File: config.mk
export PLATFORM = sky130hd
export DESIGN_NAME = fe_capture_multi
export DESIGN_NICKNAME = d
export VERILOG_FILES = /design/src/rtl/fe_capture_multi.sv
export SDC_FILE = /design/constraint.sdc
export NUM_CORES = 1
export LEC_CHECK = 0
export CORE_ASPECT_RATIO = 1.75
export CORE_UTILIZATION = 56
export CTS_CLUSTER_SIZE = 25
export DETAILED_ROUTE_END_ITERATION = 8
export PLACE_DENSITY = 0.87
export SYNTH_ARGS = -nofsm -noshare
export SYNTH_HDL_FRONTEND = slang
export SYNTH_SLANG_ARGS = --single-unit
File: constraint.sdc
create_clock -name fe_clk -period 9.6 [get_ports fe_clk]
set_clock_uncertainty 0.2 [all_clocks]
set_input_delay 1.92 -clock fe_clk [delete_from_list [all_inputs] [get_ports fe_clk]]
set_output_delay 1.92 -clock fe_clk [all_outputs]
set_load 0.005 [all_outputs]
File: src/rtl/fe_capture_multi.sv
// Multi-channel front-end capture engine: per-channel one-entry pending slots drained
// round-robin into a single FIFO write stream of {channel, command, delta time} records.
`ifndef FE_FIFO_CMD_TIME
`define FE_FIFO_CMD_TIME 3
`endif

module fe_capture_multi #(
  parameter int pCHANNELS             = 4,
  parameter int pCH_BITS              = 2,
  parameter int pCMD_WIDTH            = 2,
  parameter int pTIMESTAMP_FULL_WIDTH = 16,
  parameter int pCAPTURE_LEN_WIDTH    = 24
) (
  input  logic                               fe_clk,
  input  logic                               reset_n,
  input  logic [pCHANNELS-1:0]               I_event,
  input  logic [pCHANNELS*pCMD_WIDTH-1:0]    I_data_cmd,
  input  logic                               I_arm,
  input  logic                               I_capture_enable,
  input  logic [pCAPTURE_LEN_WIDTH-1:0]      I_capture_len,
  input  logic [pTIMESTAMP_FULL_WIDTH-1:0]   I_max_timestamp,
  input  logic                               I_timestamps_disable,
  input  logic                               I_fifo_full,
  output logic                               O_fifo_wr,
  output logic [pCH_BITS-1:0]                O_fifo_channel,
  output logic [pCMD_WIDTH-1:0]              O_fifo_command,
  output logic [pTIMESTAMP_FULL_WIDTH-1:0]   O_fifo_time,
  output logic                               O_capturing,
  output logic                               O_capture_done,
  output logic [pCHANNELS-1:0]               O_drop,
  output logic [pCAPTURE_LEN_WIDTH-1:0]      O_write_count,
  output logic [1:0]                         O_state
);

  localparam logic [pCMD_WIDTH-1:0] CMD_TIME = pCMD_WIDTH'(`FE_FIFO_CMD_TIME);

  typedef enum logic [1:0] {
    ST_IDLE    = 2'd0,
    ST_ARMED   = 2'd1,
    ST_CAPTURE = 2'd2,
    ST_DONE    = 2'd3
  } state_t;

  state_t                                 state_q, state_d;
  logic                                   arm_q;
  logic [pCHANNELS-1:0]                   pend_q;
  logic [pCHANNELS-1:0][pCMD_WIDTH-1:0]   cmd_q;
  logic [pCHANNELS-1:0]                   drop_q;
  logic [pCH_BITS-1:0]                    rr_q;
  logic [pTIMESTAMP_FULL_WIDTH-1:0]       ts_q;
  logic [pCAPTURE_LEN_WIDTH-1:0]          count_q;

  logic                                   arm_rise;
  logic                                   count_ok;
  logic                                   can_write;
  logic                                   sampling;
  logic                                   grant_any;
  logic [pCH_BITS-1:0]                    grant_idx;
  logic                                   lo_any, hi_any;
  logic [pCH_BITS-1:0]                    lo_idx, hi_idx;
  logic [pCHANNELS-1:0]                   grant_vec;
  logic                                   time_write;
  logic                                   do_write;

  assign arm_rise  = I_arm & ~arm_q;
  assign count_ok  = (I_capture_len == '0) || (count_q < I_capture_len);
  assign can_write = (state_q == ST_CAPTURE) && !arm_rise && !I_fifo_full && count_ok;
  assign sampling  = (state_q == ST_ARMED) || (state_q == ST_CAPTURE);

  // Round-robin: prefer the lowest pending channel at/above rr_q, else wrap to the lowest overall.
  always_comb begin
    lo_any = 1'b0;
    lo_idx = '0;
    hi_any = 1'b0;
    hi_idx = '0;
    for (int i = pCHANNELS - 1; i >= 0; i--) begin
      if (pend_q[i]) begin
        lo_any = 1'b1;
        lo_idx = pCH_BITS'(i);
        if (i >= int'(rr_q)) begin
          hi_any = 1'b1;
          hi_idx = pCH_BITS'(i);
        end
      end
    end
    grant_any = can_write && lo_any;
    grant_idx = hi_any ? hi_idx : lo_idx;
    grant_vec = '0;
    if (grant_any) grant_vec[grant_idx] = 1'b1;
  end

  assign time_write = can_write && !lo_any && !I_timestamps_disable &&
                      (ts_q == I_max_timestamp);
  assign do_write   = grant_any || time_write;

  always_comb begin
    state_d = state_q;
    if (arm_rise) begin
      state_d = ST_ARMED;
    end else begin
      unique case (state_q)
        ST_ARMED:   if (I_capture_enable) state_d = ST_CAPTURE;
        ST_CAPTURE: begin
          if (!I_capture_enable)
            state_d = ST_ARMED;
          else if ((I_capture_len != '0) && (count_q == I_capture_len))
            state_d = ST_DONE;
        end
        default:    state_d = state_q;
      endcase
    end
  end

  always_ff @(posedge fe_clk or negedge reset_n) begin
    if (!reset_n) begin
      state_q <= ST_IDLE;
      arm_q   <= 1'b0;
    end else begin
      state_q <= state_d;
      arm_q   <= I_arm;
    end
  end

  // A granted slot re-hit on the same edge is refilled; an ungranted re-hit is an overrun.
  always_ff @(posedge fe_clk or negedge reset_n) begin
    if (!reset_n) begin
      pend_q <= '0;
      cmd_q  <= '0;
      drop_q <= '0;
    end else if (arm_rise) begin
      pend_q <= '0;
      drop_q <= '0;
    end else begin
      for (int i = 0; i < pCHANNELS; i++) begin
        if (sampling && I_event[i]) begin
          if (pend_q[i] && !grant_vec[i]) begin
            drop_q[i] <= 1'b1;
          end else begin
            pend_q[i] <= 1'b1;
            cmd_q[i]  <= I_data_cmd[i*pCMD_WIDTH +: pCMD_WIDTH];
          end
        end else if (grant_vec[i]) begin
          pend_q[i] <= 1'b0;
        end
      end
    end
  end

  always_ff @(posedge fe_clk or negedge reset_n) begin
    if (!reset_n) begin
      rr_q    <= '0;
      ts_q    <= pTIMESTAMP_FULL_WIDTH'(1);
      count_q <= '0;
    end else begin
      if (grant_any)
        rr_q <= (grant_idx == pCH_BITS'(pCHANNELS - 1)) ? '0 : grant_idx + 1'b1;
      if (arm_rise || do_write)
        ts_q <= pTIMESTAMP_FULL_WIDTH'(1);
      else if (state_q == ST_CAPTURE)
        ts_q <= (ts_q >= I_max_timestamp) ? I_max_timestamp : ts_q + 1'b1;
      if (arm_rise)
        count_q <= '0;
      else if (do_write)
        count_q <= count_q + 1'b1;
    end
  end

  always_ff @(posedge fe_clk or negedge reset_n) begin
    if (!reset_n) begin
      O_fifo_wr      <= 1'b0;
      O_fifo_channel <= '0;
      O_fifo_command <= '0;
      O_fifo_time    <= '0;
    end else begin
      O_fifo_wr <= do_write;
      if (grant_any) begin
        O_fifo_channel <= grant_idx;
        O_fifo_command <= cmd_q[grant_idx];
        O_fifo_time    <= I_timestamps_disable ? '0 : ts_q;
      end else if (time_write) begin
        O_fifo_channel <= '0;
        O_fifo_command <= CMD_TIME;
        O_fifo_time    <= ts_q;
      end
    end
  end

  assign O_capturing    = (state_q == ST_CAPTURE);
  assign O_capture_done = (state_q == ST_DONE);
  assign O_drop         = drop_q;
  assign O_write_count  = count_q;
  assign O_state        = state_q;

endmodule
==> impl_results.md, run 1 <==
- Routed Wire Length: 14800 um
- Switch share: 36.8%
- Fin Setup TNS: 0 ps
- Vias in the first global route: 4961
- Switching power: 0.539 mW
- Distinct cells, synth: 55
- Final setup margin: 3610 ps
- Via density: 6.19
- Number of flops mapped to enable cells by yosys: 0
- Min-Delay Path Class: reg2reg
- Die width: 74.2 um
- CP max FO: 23
- Ys flop type: dfrtp_1
- Post-synth net total: 676
- DR iter-0 viols: 327
- Synth Area per Inst: 8.98 um^2
- Worst reg-to-reg path cell count: 10
- Crit end category: flop
- Die ar.: 9530 um^2
- Worst-margin pin slew: 1200 ps
- Via count: 4939
- RSZ-0062 raised after global routing: no
- Wire length per cell: 18.6 um
- Ratio of cells with drive above 1 in the final layout: 6.90%
- Setup violators final: 0
- Post-Syn Instances: 569
- Largest net degree at the start of global routing: 83
- Placer Congestion: 0.961
- Logic pwr share: 38.8%
- Pwr/cell area: 222 nW/um^2
- CTS Buf Count: 9
- Sequential share of power: 38.1%
- DPL Wire Length: 11200 um
- Initial antenna violation count: 0
- Synth-to-Final Area Change: 29.3%
- Leakage power: 2.93 nW
- Slew Limit Fails: 0
- Clock Sink Count: 82
- Ys Warns: 0
- Layout Nets: 783
- GRT Residual Overflow: 0
- Worst Setup SP: I_capture_len[21]
- Minimum clock period: 5990 ps
- Post-CTS Resized: 0
- Dpl ws: 3370 ps
- PortBufs: 110
- Asr flop ratio synth: 100%
- Post-CTS Hold Fix Bufs: 0
- DRC viols: 0
- Max_slew headroom: 19.8%
- H-tree lvl count: 3
- WP data required: 9640 ps
- Final Cycle Share: 62.4%
- Max Root-Sink Buffers: 2
- Core box area: 8780 um^2
- #FFs+latches synth: 82
- R2R Setup Slk: 5280 ps
- Die Ht: 128 um
- Inserted Diodes: 0
- Crit Path Class: in2reg
- Synth Cell Area: 5110 um^2
- Worst path arrival time: 6030 ps
- I/O pin total: 111
- Critical path endpoint: O_write_count[19]
- Clk root buf: clkbuf_16
- All-Layer GR Usage: 33.4%
- Worst hold stages: 2
- Routed Antenna Nets: 0
- Clock latency on the worst-skew pair: 350 ps
- Final Hold Fails: 0
- Most frequent cells in the layout: clkdlybuf4s50_1 (109), dfrtp_1 (81), inv_1 (57), nand2_1 (57), a21oi_1 (54)
- Cell Rows: 45
- CTS tree: built
- Worst-path clk slew: 70 ps
- 1st-pass router iterations: 5
- Outcome: completed
- Commonest non-fill, non-tap cell in the layout: clkdlybuf4s50_1
- Sequential fraction of the synthesis area: 40.2%
- First-pass GRT wire length: 23700 um
- RR Endpoint: O_write_count[19]
- Max-cap viol count: 0
- Critical path launch point type: input pin
- Worst VDD drop: 0.000159 V
- Clock share of power: 23.1%
- Initial Util: 58.2%
- Post-CTS Setup Bufs: 0
- Fmax: 0.167 GHz
- Worst r2r src: O_state[0]
- Int Pwr: 0.927 mW
[worst max-delay path, cell delays in order]
cell             delay (ps)
clkdlybuf4s50_1         490
inv_1                    60
ha_1                    330
a21oi_1                 160
nor2b_1                  60
o21ai_0                 280
nand4_1                 190
o32ai_1                 770
nand2_1                 780
inv_1                   610
a31oi_1                 150
a41o_1                  230
[power groups by stage]
stage	clock [mW]	sequential, mW	combinational, mW
3_3_place_gp	0	0.555	0.531
3_5_place_dp	0	0.560	0.562
5_1_grt	0.357	0.572	0.624
4_1_cts	0.342	0.556	0.565
2_1_floorplan	0	0.531	0.334
6_report	0.339	0.559	0.568
[synthesized netlist by cell type (5+ instances only)]
master / number / share of area (%)
ha_1: 49 / 12
nor4_1: 14 / 1.7
mux2i_1: 8 / 1.6
dfrtp_1: 81 / 40
nand2_1: 57 / 4.2
a21oi_1: 54 / 5.3
nand3_1: 20 / 2.0
o22ai_1: 7 / 0.86
inv_1: 57 / 4.2
nand2b_1: 5 / 0.61
o2bb2ai_1: 6 / 1.0
nand4_1: 16 / 2.0
nor3_1: 11 / 1.1
or3_1: 7 / 0.86
and3_1: 5 / 0.61
a211oi_1: 5 / 0.73
o21ai_0: 39 / 3.8
xnor2_1: 5 / 0.86
a22o_1: 17 / 2.9
clkbuf_1: 14 / 1.0
mux2_2: 11 / 2.4
nor2_1: 31 / 2.3
[routing by layer]
metal | track usage, % | up-vias | wire length, um
met2 | 57.4 | 232 | 7830
met4 | 22.5 | 0 | 885
li1 | - | 2272 | -
met1 | 36.2 | 2365 | 5210
met5 | 0 | - | 0
met3 | 6.26 | 70 | 891
[worst min-delay path by stage]
| stage | startpoint | end | slack, ps |
|---|---|---|---|
| finish | O_drop[3] | O_drop[3] | 290 |
| global route | O_fifo_time[8] | O_fifo_time[8] | 330 |
| detailed placement | O_fifo_time[15] | O_fifo_time[15] | 290 |
| global placement | O_drop[3] | O_drop[3] | 270 |
| CTS | O_drop[3] | O_drop[3] | 300 |
| floorplan | O_fifo_channel[0] | O_fifo_channel[0] | 270 |
[state kept, by name, indices dropped and copies added (netlist names)]
register and flops:
O_drop 4, O_fifo_channel 2, O_fifo_command 2, O_fifo_time 16, O_fifo_wr 1, O_state 2
O_write_count 24, arm_q 1, cmd_q 8, pend_q 4, rr_q 2, ts_q 16
[per-stage QoR]
| step | total power [mW] | hold WS [ps] | utilization [%] | cell area, um^2 | instances |
|---|---|---|---|---|---|
| 2_1_floorplan | 0.865 | 271 | - | 5110 | 569 |
| 3_3_place_gp | 1.09 | 272 | 71.9 | 6320 | 782 |
| 3_5_place_dp | 1.12 | 290 | 71.9 | 6320 | 782 |
| 4_1_cts | 1.46 | 304 | 75.2 | 6610 | 798 |
| 5_1_grt | 1.55 | 331 | 75.2 | 6610 | 798 |
| 6_report | 1.47 | 291 | 75.2 | 6610 | 798 |
[final cells by class]
| class | count | area, um^2 |
|---|---|---|
| timing repair buffer | 112 | 1110 |
| inverter | 58 | 218 |
| fill | 667 | 2180 |
| tap | 117 | 146 |
| clock inverter | 5 | 55.1 |
| multi-input combinational | 413 | 2790 |
| clock buffer | 11 | 233 |
| sequential | 82 | 2050 |
[cell families after synthesis]
logic type / count (synthesis) / synth area share [%]
mux: 19 / 3.99
fa+ha+maj: 49 / 12.0
buf+inv: 74 / 5.48
xor+xnor: 5 / 0.857
compound gates: 151 / 18.5
simple gates: 189 / 19.0
flops: 82 / 40.2
(Power assumes the default switching activity.)
==> run 2, diff against run 1 <==
Settings changed: CORE_UTILIZATION 56 to 52, PLACE_DENSITY 0.87 to 0.82.
Clock period 9.6 ns to 6.3 ns, I/O delays scaled along.
==> run 2 against run 1 <==
First-iteration DRC count fell by 12%. Cell area barely moved. Via count fell by 1.9%. Utilization fell by 5.8 points. Largest cell class unchanged. Hold slack improved by 2.5 ps. Critical path type unchanged.
==> impl_results.md, run 2 (synthesis results as in run 1) <==
- Cell family with most CP delay: compound AO/OA/AOI/OAI gates (unchanged)
- Die Ht: 133 um (was 128 um)
- Ratio of cells with drive above 1 in the final layout: 7.33% (was 6.90%)
- Post-CTS Setup Bufs: 0 (unchanged)
- Most frequent cells in the layout: clkdlybuf4s50_1 (109), dfrtp_1 (81), inv_1 (57), nand2_1 (57), a21oi_1 (54) (unchanged)
- Fmax: 0.201 GHz
- CP max stage delay: 800 ps (was 780 ps)
- CTS tree: built (unchanged)
- Switching power: 0.841 mW (was 0.539 mW)
- All-Layer GR Usage: 30.3% (was 33.4%)
- Largest net degree at the start of global routing: 83 (unchanged)
- Critical path launch point type: input pin (unchanged)
- DRC viols: 0 (unchanged)
- PortBufs: 110 (unchanged)
- Layout Nets: 784 (was 783)
- Worst VDD drop: 0.000249 V (was 0.000159 V)
- Outcome: completed (unchanged)
- GRT Residual Overflow: 0 (unchanged)
- CP max FO: 15 (was 23)
- Die width: 76.9 um (was 74.2 um)
- Routed Wire Length: 14700 um (was 14800 um)
- DPL Wire Length: 11200 um (about the same)
- Clock Sink Count: 82 (unchanged)
- Final Cycle Share: 79.0%
- Max-cap viol count: 0 (unchanged)
- Worst path arrival time: 5010 ps (was 6030 ps)
- Sequential share of power: 38.6% (was 38.1%)
- Buf/Inv on CP: 4 (was 3)
- Minimum clock period: 4980 ps
- Vias in the first global route: 5003 (was 4961)
- Leakage power: 2.93 nW (about the same)
- Post-CTS Hold Fix Bufs: 0 (unchanged)
- Max_slew headroom: 25.0% (was 19.8%)
- Post-CTS Resized: 0 (unchanged)
- WP data required: 6330 ps (was 9640 ps)
- I/O pin total: 111 (unchanged)
- Via count: 4844 (was 4939)
- Via density: 6.02 (was 6.19)
- Commonest non-fill, non-tap cell in the layout: clkdlybuf4s50_1 (unchanged)
- Worst r2r src: O_write_count[14] (was O_state[0])
- Fin Setup TNS: 0 ps (unchanged)
- Worst-margin pin slew: 1120 ps (was 1200 ps)
- Max reg flops: 24 (unchanged)
- Crit Path Class: in2reg (unchanged)
- Cell Chain, Critical Path: clkdlybuf4s50_1, inv_1, ha_1, nand4_1, nor4_1, a22oi_2, nand4_1, o32ai_1, nand2_1, buf_4, inv_1, a31oi_1, a41o_1 (was clkdlybuf4s50_1, inv_1, ha_1, a21oi_1, nor2b_1, o21ai_0, nand4_1, o32ai_1, nand2_1, inv_1, a31oi_1, a41o_1)
- Wire length per cell: 18.3 um (was 18.6 um)
- RSZ-0062 raised after global routing: no (unchanged)
- Min-Delay Path Class: reg2reg (unchanged)
- Logic pwr share: 38.9% (was 38.8%)
- Crit end category: flop (unchanged)
- Die ar.: 10200 um^2 (was 9530 um^2)
- Core Util, Final: 69.4% (was 75.2%)
- Cell Rows: 47 (was 45)
- Inserted Diodes: 0 (unchanged)
- Setup violators final: 0 (unchanged)
- H-tree lvl count: 3 (unchanged)
- Hold_sp: O_drop[1] (was O_drop[3])
- CTS Buf Count: 9 (unchanged)
- Final Hold Fails: 0 (unchanged)
- Routed Antenna Nets: 0 (unchanged)
- Pwr/cell area: 335 nW/um^2 (was 222 nW/um^2)
- First-pass GRT wire length: 23900 um (was 23700 um)
- Clock latency on the worst-skew pair: 350 ps (about the same)
- Worst-path clk slew: 70 ps (about the same)
- Slowest stage cell, crit path: o32ai_1 (was nand2_1)
- Max Root-Sink Buffers: 2 (unchanged)
- Switch share: 37.9% (was 36.8%)
- Initial Util: 53.6% (was 58.2%)
- Clock share of power: 22.5% (was 23.1%)
- Clk root buf: clkbuf_16 (unchanged)
- Int Pwr: 1.38 mW (was 0.927 mW)
- Core box area: 9530 um^2 (was 8780 um^2)
- Synth-to-Final Area Change: 29.4% (was 29.3%)
- Placer Congestion: 0.901 (was 0.961)
- DR iter-0 viols: 289 (was 327)
- Worst Setup SP: I_capture_len[15] (was I_capture_len[21])
- Slew Limit Fails: 0 (unchanged)
- 1st-pass router iterations: 4 (was 5)
- Initial antenna violation count: 0 (unchanged)
-- run 2: metal layers --
layer	routed length (um)	vias to the layer above	part of all wire (%)	track usage, %
met5	0	-	0	0
met2	7950	166	54	55.1
met1	5210	2352	35	31.5
met4	894	0	6.1	20.9
li1	-	2274	-	-
met3	642	52	4.4	4.38
-- run 2: power groups by stage --
stage               Sequential (mW)  Combinational (mW)  Clock (mW)
global placement              0.850               0.827           0
floorplan                     0.809               0.509           0
global route                  0.874               0.950       0.523
detailed placement            0.854               0.860           0
CTS                           0.849               0.866       0.501
finish                        0.856               0.861       0.499
-- run 2: cell type report --
cell class / instances / area, um^2
clock buffers: 9 / 225
clock inverters: 7 / 53.8
fillers: 788 / 2920
inverters: 58 / 218
multi-input cells: 413 / 2790
flip-flops and latches: 82 / 2050
well taps: 122 / 153
repair buffers: 113 / 1120
-- run 2: metrics by stage --
step | setup WS [ps] | area (um^2) | cells | power [mW] | hold slack, ps
4_1_cts | 1330 | 6610 | 804 | 2.22 | 301
6_report | 1320 | 6610 | 804 | 2.22 | 294
3_5_place_dp | 1000 | 6330 | 788 | 1.71 | 287
5_1_grt | 1050 | 6610 | 804 | 2.35 | 319
2_1_floorplan | 2350 | 5110 | 569 | 1.32 | 271
3_3_place_gp | 1130 | 6330 | 788 | 1.68 | 274
-- run 2: final timing paths --
| check | endpoint | slack [ps] | cells past startpoint |
|---|---|---|---|
| min in group asynchronous | O_fifo_time[3] | 900 | 1 |
| max reg2reg | O_write_count[19] | 2280 | 11 |
| max in group asynchronous | O_fifo_time[8] | 4330 | 1 |
| min | O_drop[1] | 290 | 2 |
| max | O_write_count[19] | 1320 | 13 |
| min reg2reg | O_drop[1] | 290 | 2 |
-- run 2: tightest hold or removal path, stage by stage (launching register included) --
cell     delay [ps]
dfrtp_1         340
nand2_1          40
o21ai_0          70
==> patch: new RTL, settings of run 2 <==
Set the parameter `pTIMESTAMP_FULL_WIDTH` to 24 (it was 16).
--- a/src/rtl/fe_capture_multi.sv
+++ b/src/rtl/fe_capture_multi.sv
@@ -8,7 +8,7 @@
   parameter int pCHANNELS             = 4,
   parameter int pCH_BITS              = 2,
   parameter int pCMD_WIDTH            = 2,
-  parameter int pTIMESTAMP_FULL_WIDTH = 16,
+  parameter int pTIMESTAMP_FULL_WIDTH = 24,
   parameter int pCAPTURE_LEN_WIDTH    = 24
 ) (
   input  logic                               fe_clk,
Ports: changed (resized I_max_timestamp and O_fifo_time); port bits go from 111 to 127. The function was not compared with the original's and may differ.
==> patch against run 2 <==
Die area rose by 26%; worst setup slack improved by 250 ps; wire length rose by 25%; global-route usage fell by 0.74 points; sequential cell count rose by 16; area after synthesis rose by 27%; core utilization fell by 1.4 points; combinational power fell by 18%; critical path depth fell by 2; sequential share of layout area fell by 1.1 points; final cell count rose by 26%; total power fell by 4.5%; clock power rose by 21%; cell area rose by 24%; critical path type unchanged; critical endpoint is now O_write_count[6]; largest cell class unchanged; largest power group is now sequential cells.
==> patch: results (changes against run 2) <==
- Layout cells sized above 1: 5.55% (was 7.33%)
- Top area cells in the synthesized netlist: dfrtp_1 37%, ha_1 11%, nand2_1 6.0% (was dfrtp_1 40%, ha_1 12%, a21oi_1 5.3%)
- Fillers: 979 (was 788)
- Synth area leader: dfrtp_1 (unchanged)
- Global-route wire length before repair: 29.5 mm (was 23.9 mm)
- Buffers on Ports: 126 (was 110)
- Critical R2R Capture: O_write_count[6] (was O_write_count[19])
- Initial antenna violation count: 0 (unchanged)
- Dpl cell area: 7880 um2 (was 6330 um2)
- Sequential element share of the synthesized area: 37.9% (was 40.2%)
- Netlist cell types: 52 (was 55)
- Max VDD drop: 175 uV (was 249 uV)
- Worst rel slew slack: 35.1% (was 25.0%)
- R2r setup slk: 2570 ps (was 2280 ps)
- Slowest stage cell, crit path: inv_1 (was o32ai_1)
- Flop pwr share: 38.3% (was 38.6%)
- Routability cong.: 0.935 (was 0.901)
- Reported leakage power: 3.70 nW (was 2.93 nW)
- HPWL Detailed: 13.7 mm (was 11.2 mm)
- Initial DRC Count: 387 (was 289)
- Register area: 2450 um2 (was 2050 um2)
- Number of global-route vias before repair: 6289 (was 5003)
- Synth top area share: 37.5% (was 39.7%)
- Initial DRT Pass Iterations: 5 (was 4)
- Max Root-Sink Buffers: 2 (unchanged)
- Worst reg-to-reg path cell count: 9 (was 11)
- Hold EP: O_fifo_time[11] (was O_drop[1])
- FF-to-FF Start: ts_q[22] (was O_write_count[14])
- WL final: 18.4 mm (was 14.7 mm)
- Crit path max-delay family: simple AND/OR/NAND/NOR gates (was compound AO/OA/AOI/OAI gates)
- Mapped Nets: 853 (was 676)
- Largest net degree at the start of global routing: 72 (was 83)
- Top cells by count, synth: 104 x nand2_1, 97 x dfrtp_1, 63 x inv_1 (was 81 x dfrtp_1, 57 x inv_1, 57 x nand2_1)
- Hold path startpoint: O_fifo_time[11] (was O_drop[1])
- Avg Cell Area, Syn: 8.87 um2 (was 8.98 um2)
- GRT Resource Usage Total: 29.6% (was 30.3%)
- Clk_lat worst skew: 340 ps
- Worst slack at placement: 1300 ps (was 1000 ps)
- Clk pwr: 0.603 mW (was 0.499 mW)
- Final nets: 965 (was 784)
- Final hold slack: 275 ps (was 294 ps)
- Worst endpoint data arrival time: 4750 ps (was 5010 ps)
- Status: completed (unchanged)
- Total Power: 2.12 mW (was 2.22 mW)
- Final Non-Filler Cells: 1012 (was 804)
- Critical path's largest stage delay: 700 ps (was 800 ps)
- P_int: 1.41 mW (was 1.38 mW)
[patch: cell types whose count changed after synthesis, sizes merged, moves of 10 or more]
cell     delta
a21oi      -27
o21ai      -17
dfrtp      +16
nand2      +47
and3       +10
a22o       -15
mux2i      +23
buf        +11
o2bb2ai    +16
o41ai      +22
nand3      +24
[patch: worst max-delay path by stage]
stage | end | cells past startpoint | from | slack [ps]
3_5_place_dp | O_write_count[6] | 11 | I_max_timestamp[23] | 1300
5_1_grt | O_write_count[2] | 11 | I_max_timestamp[23] | 1360
2_1_floorplan | O_write_count[23] | 10 | I_capture_len[5] | 2710
4_1_cts | O_write_count[6] | 11 | I_max_timestamp[23] | 1590
6_report | O_write_count[6] | 11 | I_max_timestamp[23] | 1570
3_3_place_gp | O_write_count[6] | 11 | I_max_timestamp[23] | 1390
[patch: cell type report]
type	count	area share (%)
timing repair buffer	134	16.1
multi-input combinational	536	44.6
clock buffer	11	2.96
tap	165	2.52
sequential	98	29.9
clock inverter	5	1.04
inverter	63	2.88
[patch: worst min-delay path, stage by stage (launching register included)]
cell     delay (ps)
dfrtp_1         350
nand2_1          50
nand2_1          50
[patch: metal layers]
metal  GRT usage (%)  vias up  share of wire, %  routed length (um)
li1                -     2854                 -                   -
met1            31.7     3010                36                6700
met2            54.4      273                53                9820
met3            3.86       70               5.3                 973
met4            17.0        0               4.9                 896
met5               0        -                 0                   0
[patch: cells by family (layout without fill, tap and decap cells)]
logic type	after synthesis	count (layout)	synth area share (%)
AOI/OAI and AO/OA	126	126	13.9
xor gates and xnor gates	13	13	1.76
adders and majority gates	57	57	11.0
buffers and inverters	96	213	5.86
DFF	98	98	37.9
muxes	42	42	6.71
and+or+nand+nor	298	298	22.9
